## src/rtl/led_fade_pkg.sv

```systemverilog
// Shared types and helpers for the LED fade sequencer: state encoding,
// channel indices and the round-robin channel search.
package led_fade_pkg;

  localparam int DUTY_W = 8;

  typedef enum logic [2:0] {
    IDLE      = 3'd0,
    RAMP_UP   = 3'd1,
    HOLD_HIGH = 3'd2,
    RAMP_DOWN = 3'd3,
    HOLD_LOW  = 3'd4
  } fade_state_e;

  localparam logic [2:0] ST_IDLE      = IDLE;
  localparam logic [2:0] ST_RAMP_UP   = RAMP_UP;
  localparam logic [2:0] ST_HOLD_HIGH = HOLD_HIGH;
  localparam logic [2:0] ST_RAMP_DOWN = RAMP_DOWN;
  localparam logic [2:0] ST_HOLD_LOW  = HOLD_LOW;

  localparam logic [1:0] CH_RED   = 2'd0;
  localparam logic [1:0] CH_GREEN = 2'd1;
  localparam logic [1:0] CH_BLUE  = 2'd2;

  typedef struct packed {
    logic       found;
    logic       wrap;
    logic [1:0] ch;
  } chan_sel_t;

  // Next set mask bit strictly after cur, wrapping blue -> red. Scanning from
  // the farthest candidate to the nearest lets the nearest one win.
  function automatic chan_sel_t next_channel(input logic [2:0] mask, input logic [1:0] cur);
    chan_sel_t  sel;
    logic [2:0] pos;
    logic [1:0] idx;
    sel = '0;
    for (int k = 3; k >= 1; k--) begin
      pos = {1'b0, cur} + 3'(k);
      idx = (pos >= 3'd3) ? 2'(pos - 3'd3) : pos[1:0];
      if (mask[idx]) begin
        sel.found = 1'b1;
        sel.wrap  = (pos >= 3'd3);
        sel.ch    = idx;
      end
    end
    return sel;
  endfunction

endpackage

```

## src/rtl/led_fade_sequencer_tick_gen.sv

```systemverilog
// Step-tick prescaler: one-clock tick every CLK_DIV clocks, held at zero
// while clear is high.
module fade_tick_gen #(
  parameter int CLK_DIV = 4096
) (
  input  logic clock_12mhz,
  input  logic reset,
  input  logic clear,
  output logic tick
);

  localparam int CNT_W = $clog2(CLK_DIV);
  localparam logic [CNT_W-1:0] LAST = CNT_W'(CLK_DIV - 1);

  logic [CNT_W-1:0] count_q, count_d;

  assign tick = (count_q == LAST);

  always_comb begin
    count_d = count_q + 1'b1;
    if (clear || tick) count_d = '0;
  end

  always_ff @(posedge clock_12mhz or posedge reset) begin
    if (reset) count_q <= '0;
    else       count_q <= count_d;
  end

endmodule

```

## src/rtl/led_fade_sequencer.sv

```systemverilog
// RGB fade sequencer: ramps each enabled channel up, holds, ramps down, holds,
// then moves round-robin. `define LED_FADE_PWM_EN adds active-low PWM LED outputs.
module led_fade_sequencer
  import led_fade_pkg::*;
#(
  parameter int CLK_DIV    = 4096,
  parameter int HOLD_STEPS = 64,
  parameter int DUTY_MAX   = 255
) (
  input  logic              clock_12mhz,
  input  logic              reset,
  input  logic              enable,
  input  logic [2:0]        channel_mask,
  output logic [DUTY_W-1:0] duty_red,
  output logic [DUTY_W-1:0] duty_green,
  output logic [DUTY_W-1:0] duty_blue,
  output logic [1:0]        active_channel,
  output logic              busy,
  output logic              cycle_done,
  output logic [2:0]        dbg_state
`ifdef LED_FADE_PWM_EN
  ,
  output logic              led_red,
  output logic              led_green,
  output logic              led_blue
`endif
);

  localparam int HOLD_W = $clog2(HOLD_STEPS + 1);
  localparam logic [HOLD_W-1:0] HOLD_LAST = HOLD_W'(HOLD_STEPS - 1);
  localparam logic [DUTY_W-1:0] DUTY_TOP  = DUTY_W'(DUTY_MAX);

  logic [2:0]        state_q, state_d;
  logic [1:0]        active_q, active_d;
  logic [DUTY_W-1:0] duty_q, duty_d;
  logic [HOLD_W-1:0] hold_q, hold_d;
  logic              tick, tick_clear;
  chan_sel_t         sel_next;

  assign tick_clear = (state_q == ST_IDLE) || !enable;

  fade_tick_gen #(.CLK_DIV(CLK_DIV)) u_tick_gen (
    .clock_12mhz (clock_12mhz),
    .reset       (reset),
    .clear       (tick_clear),
    .tick        (tick)
  );

  // Searching "after blue" from IDLE yields the lowest set bit.
  assign sel_next = next_channel(channel_mask, (state_q == ST_IDLE) ? CH_BLUE : active_q);

  always_comb begin
    state_d    = state_q;
    active_d   = active_q;
    duty_d     = duty_q;
    hold_d     = hold_q;
    cycle_done = 1'b0;
    if (!enable) begin
      state_d = ST_IDLE;
      duty_d  = '0;
    end else begin
      case (state_q)
        ST_IDLE: begin
          if (sel_next.found) begin
            state_d  = ST_RAMP_UP;
            active_d = sel_next.ch;
            duty_d   = '0;
            hold_d   = '0;
          end
        end
        ST_RAMP_UP: begin
          if (tick) begin
            if (duty_q == DUTY_TOP) begin
              state_d = ST_HOLD_HIGH;
              hold_d  = '0;
            end else begin
              duty_d = duty_q + 1'b1;
            end
          end
        end
        ST_HOLD_HIGH: begin
          if (tick) begin
            if (hold_q == HOLD_LAST) state_d = ST_RAMP_DOWN;
            else                     hold_d  = hold_q + 1'b1;
          end
        end
        ST_RAMP_DOWN: begin
          if (tick) begin
            if (duty_q == '0) begin
              state_d = ST_HOLD_LOW;
              hold_d  = '0;
            end else begin
              duty_d = duty_q - 1'b1;
            end
          end
        end
        ST_HOLD_LOW: begin
          if (tick) begin
            if (hold_q == HOLD_LAST) begin
              duty_d = '0;
              if (!sel_next.found) begin
                state_d = ST_IDLE;
              end else begin
                state_d    = ST_RAMP_UP;
                active_d   = sel_next.ch;
                hold_d     = '0;
                cycle_done = sel_next.wrap;
              end
            end else begin
              hold_d = hold_q + 1'b1;
            end
          end
        end
        default: begin
          state_d = ST_IDLE;
          duty_d  = '0;
        end
      endcase
    end
  end

  always_ff @(posedge clock_12mhz or posedge reset) begin
    if (reset) begin
      state_q  <= ST_IDLE;
      active_q <= CH_RED;
      duty_q   <= '0;
      hold_q   <= '0;
    end else begin
      state_q  <= state_d;
      active_q <= active_d;
      duty_q   <= duty_d;
      hold_q   <= hold_d;
    end
  end

  assign duty_red       = (active_q == CH_RED)   ? duty_q : '0;
  assign duty_green     = (active_q == CH_GREEN) ? duty_q : '0;
  assign duty_blue      = (active_q == CH_BLUE)  ? duty_q : '0;
  assign active_channel = active_q;
  assign busy           = (state_q != ST_IDLE);
  assign dbg_state      = state_q;

`ifdef LED_FADE_PWM_EN
  logic [7:0] pwm_count_q, pwm_count_d;
  logic       led_red_q, led_green_q, led_blue_q;
  logic       led_red_d, led_green_d, led_blue_d;

  always_comb begin
    pwm_count_d = pwm_count_q + 1'b1;
    led_red_d   = !(pwm_count_q < duty_red);
    led_green_d = !(pwm_count_q < duty_green);
    led_blue_d  = !(pwm_count_q < duty_blue);
  end

  always_ff @(posedge clock_12mhz or posedge reset) begin
    if (reset) begin
      pwm_count_q <= '0;
      led_red_q   <= 1'b1;
      led_green_q <= 1'b1;
      led_blue_q  <= 1'b1;
    end else begin
      pwm_count_q <= pwm_count_d;
      led_red_q   <= led_red_d;
      led_green_q <= led_green_d;
      led_blue_q  <= led_blue_d;
    end
  end

  assign led_red   = led_red_q;
  assign led_green = led_green_q;
  assign led_blue  = led_blue_q;
`endif

endmodule

```

## config.mk

```make
export PLATFORM = sky130hd
export DESIGN_NAME = led_fade_sequencer
export DESIGN_NICKNAME = d
export VERILOG_FILES = /design/src/rtl/led_fade_pkg.sv /design/src/rtl/led_fade_sequencer_tick_gen.sv /design/src/rtl/led_fade_sequencer.sv
export SDC_FILE = /design/constraint.sdc
export NUM_CORES = 1
export LEC_CHECK = 0
export CORE_MARGIN = 2
export CORE_UTILIZATION = 51
export CTS_BUF_LIST = sky130_fd_sc_hd__clkbuf_4
export DETAILED_ROUTE_END_ITERATION = 8
export GPL_ROUTABILITY_DRIVEN = 1
export HOLD_SLACK_MARGIN = 0.02
export PLACE_DENSITY = 0.79
export SLEW_MARGIN = 40
export SYNTH_ARGS = -nofsm -noshare
export SYNTH_HDL_FRONTEND = slang
export SYNTH_SLANG_ARGS = --single-unit
```

## constraint.sdc

```tcl
create_clock -name clock_12mhz -period 2.85 [get_ports clock_12mhz]
set_clock_uncertainty 0.1 [all_clocks]
set_input_delay 0.57 -clock clock_12mhz [delete_from_list [all_inputs] [get_ports clock_12mhz]]
set_output_delay 0.57 -clock clock_12mhz [all_outputs]
set_load 0.05 [all_outputs]
```

==> reports/qor.csv <==
metric,value,unit
status,finished with violations,
failing checks,setup timing,
CTS tree,yes,
CP required,2.18,ns
cells on worst reg2reg path,14,
vias per inst,5.77,
Tightest Pin Transition,0.514,ns
post-synth cell types,59,
clock root buffer master,clkbuf_4,
"Design Area, Final",0.00330,mm2
first-pass GRT wire length,10600,um
number of filler cells placed in the layout,363,
CP Max Fanout,5,
Antenna Cells,0,
Worst Setup End Kind,primary output,
boundary pin count,37,
hold violation total from the final report,0,
Mapped Area,0.00240,mm2
post-synth top area cell,dfrtp_1,
top-area cell type share of the netlist area,0.334,
YS warnings,0,
drt wl/cell,15.6,um
routability cong.,0.854,
DR iter-0 viols,160,
Initial Util,0.540,
CP Launch Type,flop,
setup TNS,-0.343,ns
Setup crit start,dbg_state[0]$_DFFE_PP0P_,
Num CTS Buffers,5,
ys async rst share,1.00,
drt pass-1 iters,4,
hold path depth,1,
flop-to-flop setup slack,0.05,ns
Peak VDD IR,447,uV
worst setup path category,reg2out,
most common flop cell mapped by yosys,dfrtp_1,
FP Rows,24,
H-tree Lvls,2,
post-synthesis sequential area ratio,0.334,
worst relative slew slack,0.656,
number of synthesized flops with an enable pin,0,
Mapped Cells,280,
Tmin final,3.19,ns
grt ovf,0,
ANT nets after route,0,
area occupied by multi-input gates,0.00163,mm2
DIE AREA,0.00527,mm2
Slew Limit Fails,0,
IO Port Bufs,36,
fin crit share,1.12,
Syn-to-layout area delta,37.4,%
Power Density,846,mW/mm2
"top cells by area, synth","dfrtp_1 33%, and2_1 6.8%, ha_1 5.7%",
Crit Reg-Reg Startpoint,dbg_state[0]$_DFFE_PP0P_,
initial antenna violation count,0,
DPL Wire Length,4650,um
Sequential Area,805,um2
worst-path cell chain,"nor3_4, buf_6, inv_4, nand2_4, inv_2, ha_4, a21bo_2, a31oi_4, a2111o_1, nand3_2, nor4b_4, buf_12",
Longest Clk Path Bufs,2,
Syn Nets,298,
Total GRT Usage,0.254,
Skew-Pair Late Insertion Delay,0.34,ns
CTS sink count,32,
CP arrival,2.52,ns
Synth Register Bits,32,
number of remaining DRC errors,0,
static leakage,0.00154,uW
type of the worst min-delay path,reg2reg,
Hold Crit Start,u_tick_gen.count_q[0]$_DFF_PP0_,
Final nets,377,
Final Worst Setup Slack,-0.343,ns
die width,72.6,um
chip height,72.6,um
largest net degree at the start of global routing,33,
RSZ-0062 raised after global routing,true,
syn avg cell area,8.58,um2
layout cells sized above 1,0.283,
number of global-route vias before repair,2250,
final wirelength,6420,um
setup violators final,1,
fmax,313,MHz
Worst-path clk slew,0.11,ns
maxcap violations,0,
Max stage delay on crit path,0.44,ns
Vias,2376,
area post-placement,0.00308,mm2
Worst path slowest cell,dfrtp_2,
core area,0.00444,mm2
-- cell usage in the layout (no fill, tap or decap), types with 7 or more instances in the layout --
cell             count
buf_4               59
dfrtp_1             29
nand2_1             28
and2_1              26
nor2_1              23
clkdlybuf4s50_1     12
inv_1               11
nand3_1             11
xor2_1              11
a21oi_1             10
ha_1                 9
xnor2_1              8
nand4_1              8
o31ai_1              7
-- critical path, delay by kind of cell (launching register included) --
family          cells  cell delay [ns]
compound gates      3             0.51
buf+inv             4             0.38
flops               1             0.44
simple gates        4             0.67
fa+ha+maj           1             0.17
-- cell usage after synthesis, types with 3 or more instances --
master	n
nand4_1	8
nor2_1	23
xnor2_1	8
o21bai_1	3
nand2_1	30
mux2i_1	3
dfrtp_1	32
o21ai_1	4
o21ai_0	4
and2_1	26
nor3_1	5
ha_1	11
and3_1	4
clkbuf_1	5
xor2_1	11
o31ai_1	7
nand3_1	12
inv_1	14
nor2b_1	4
a21oi_1	10
-- per-stage QoR --
step / util / total power (uW) / cells / hold slack (ns) / setup WS (ns)
after floorplan: - / 1590 / 280 / 0.338 / -0.610
after global placement: 0.693 / 2130 / 395 / 0.357 / -0.0882
after detailed placement: 0.693 / 2140 / 395 / 0.369 / -0.118
after CTS: 0.727 / 2640 / 408 / 0.384 / -0.329
after global routing: 0.742 / 2950 / 412 / 0.411 / -0.470
final: 0.742 / 2790 / 412 / 0.381 / -0.343
-- sequential cells by signal, indices dropped and copies added, names as in the netlist --
signal and flops:
dbg_state 3, active_channel 2, u_tick_gen.count_q 12, duty_q 8, hold_q 7
-- worst paths after layout --
path / end
max in group asynchronous: dbg_state[2]$_DFFE_PP0P_
worst max register to register: hold_q[0]$_DFFE_PP0P_
worst min-delay path: u_tick_gen.count_q[0]$_DFF_PP0_
worst max-delay path: cycle_done
worst min register to register: u_tick_gen.count_q[0]$_DFF_PP0_
min in group asynchronous: hold_q[2]$_DFFE_PP0P_
-- logic make-up (layout without fill, tap and decap cells) --
| group | count (synthesis) | after routing | synth area share |
|---|---|---|---|
| simple gates | 129 | 129 | 0.282 |
| compound gates | 59 | 59 | 0.186 |
| flops | 32 | 32 | 0.334 |
| buf+inv | 23 | 103 | 0.0370 |
| xor+xnor | 19 | 19 | 0.0693 |
| fa+ha+maj | 12 | 12 | 0.0657 |
| mux | 6 | 6 | 0.0266 |
-- metal layers --
layer	GRT usage	wire, um
met1	0.351	2930
met4	0.0720	119
met2	0.407	3120
met5	0	0
met3	0.0525	250
-- where the power goes --
part           switching, uW  internal (uW)  leakage (uW)
clock network            161            193     0.0000456
logic                   1020            835       0.00106
registers               73.5            509      0.000437
total                   1250           1540       0.00154
-- repair_timing --
item / 4_1_cts / 5_1_grt
hold endpoints to repair: 0 / 0
pin swaps: 7 / 3
hold buffers: 0 / 0
resized for setup: 11 / 9
buffers inserted: 5 / 4
endpoints found under the setup margin: 10 / 3
-- cell type report --
cell class	instances	share of cell area
Clock buffer	6	0.0137
Multi-Input combinational cell	225	0.495
Timing Repair Buffer	79	0.198
Sequential cell	32	0.244
Clock inverter	2	0.0106
Inverter	16	0.0190
Tap cell	52	0.0197
Power figures use the tool's default switching activity.
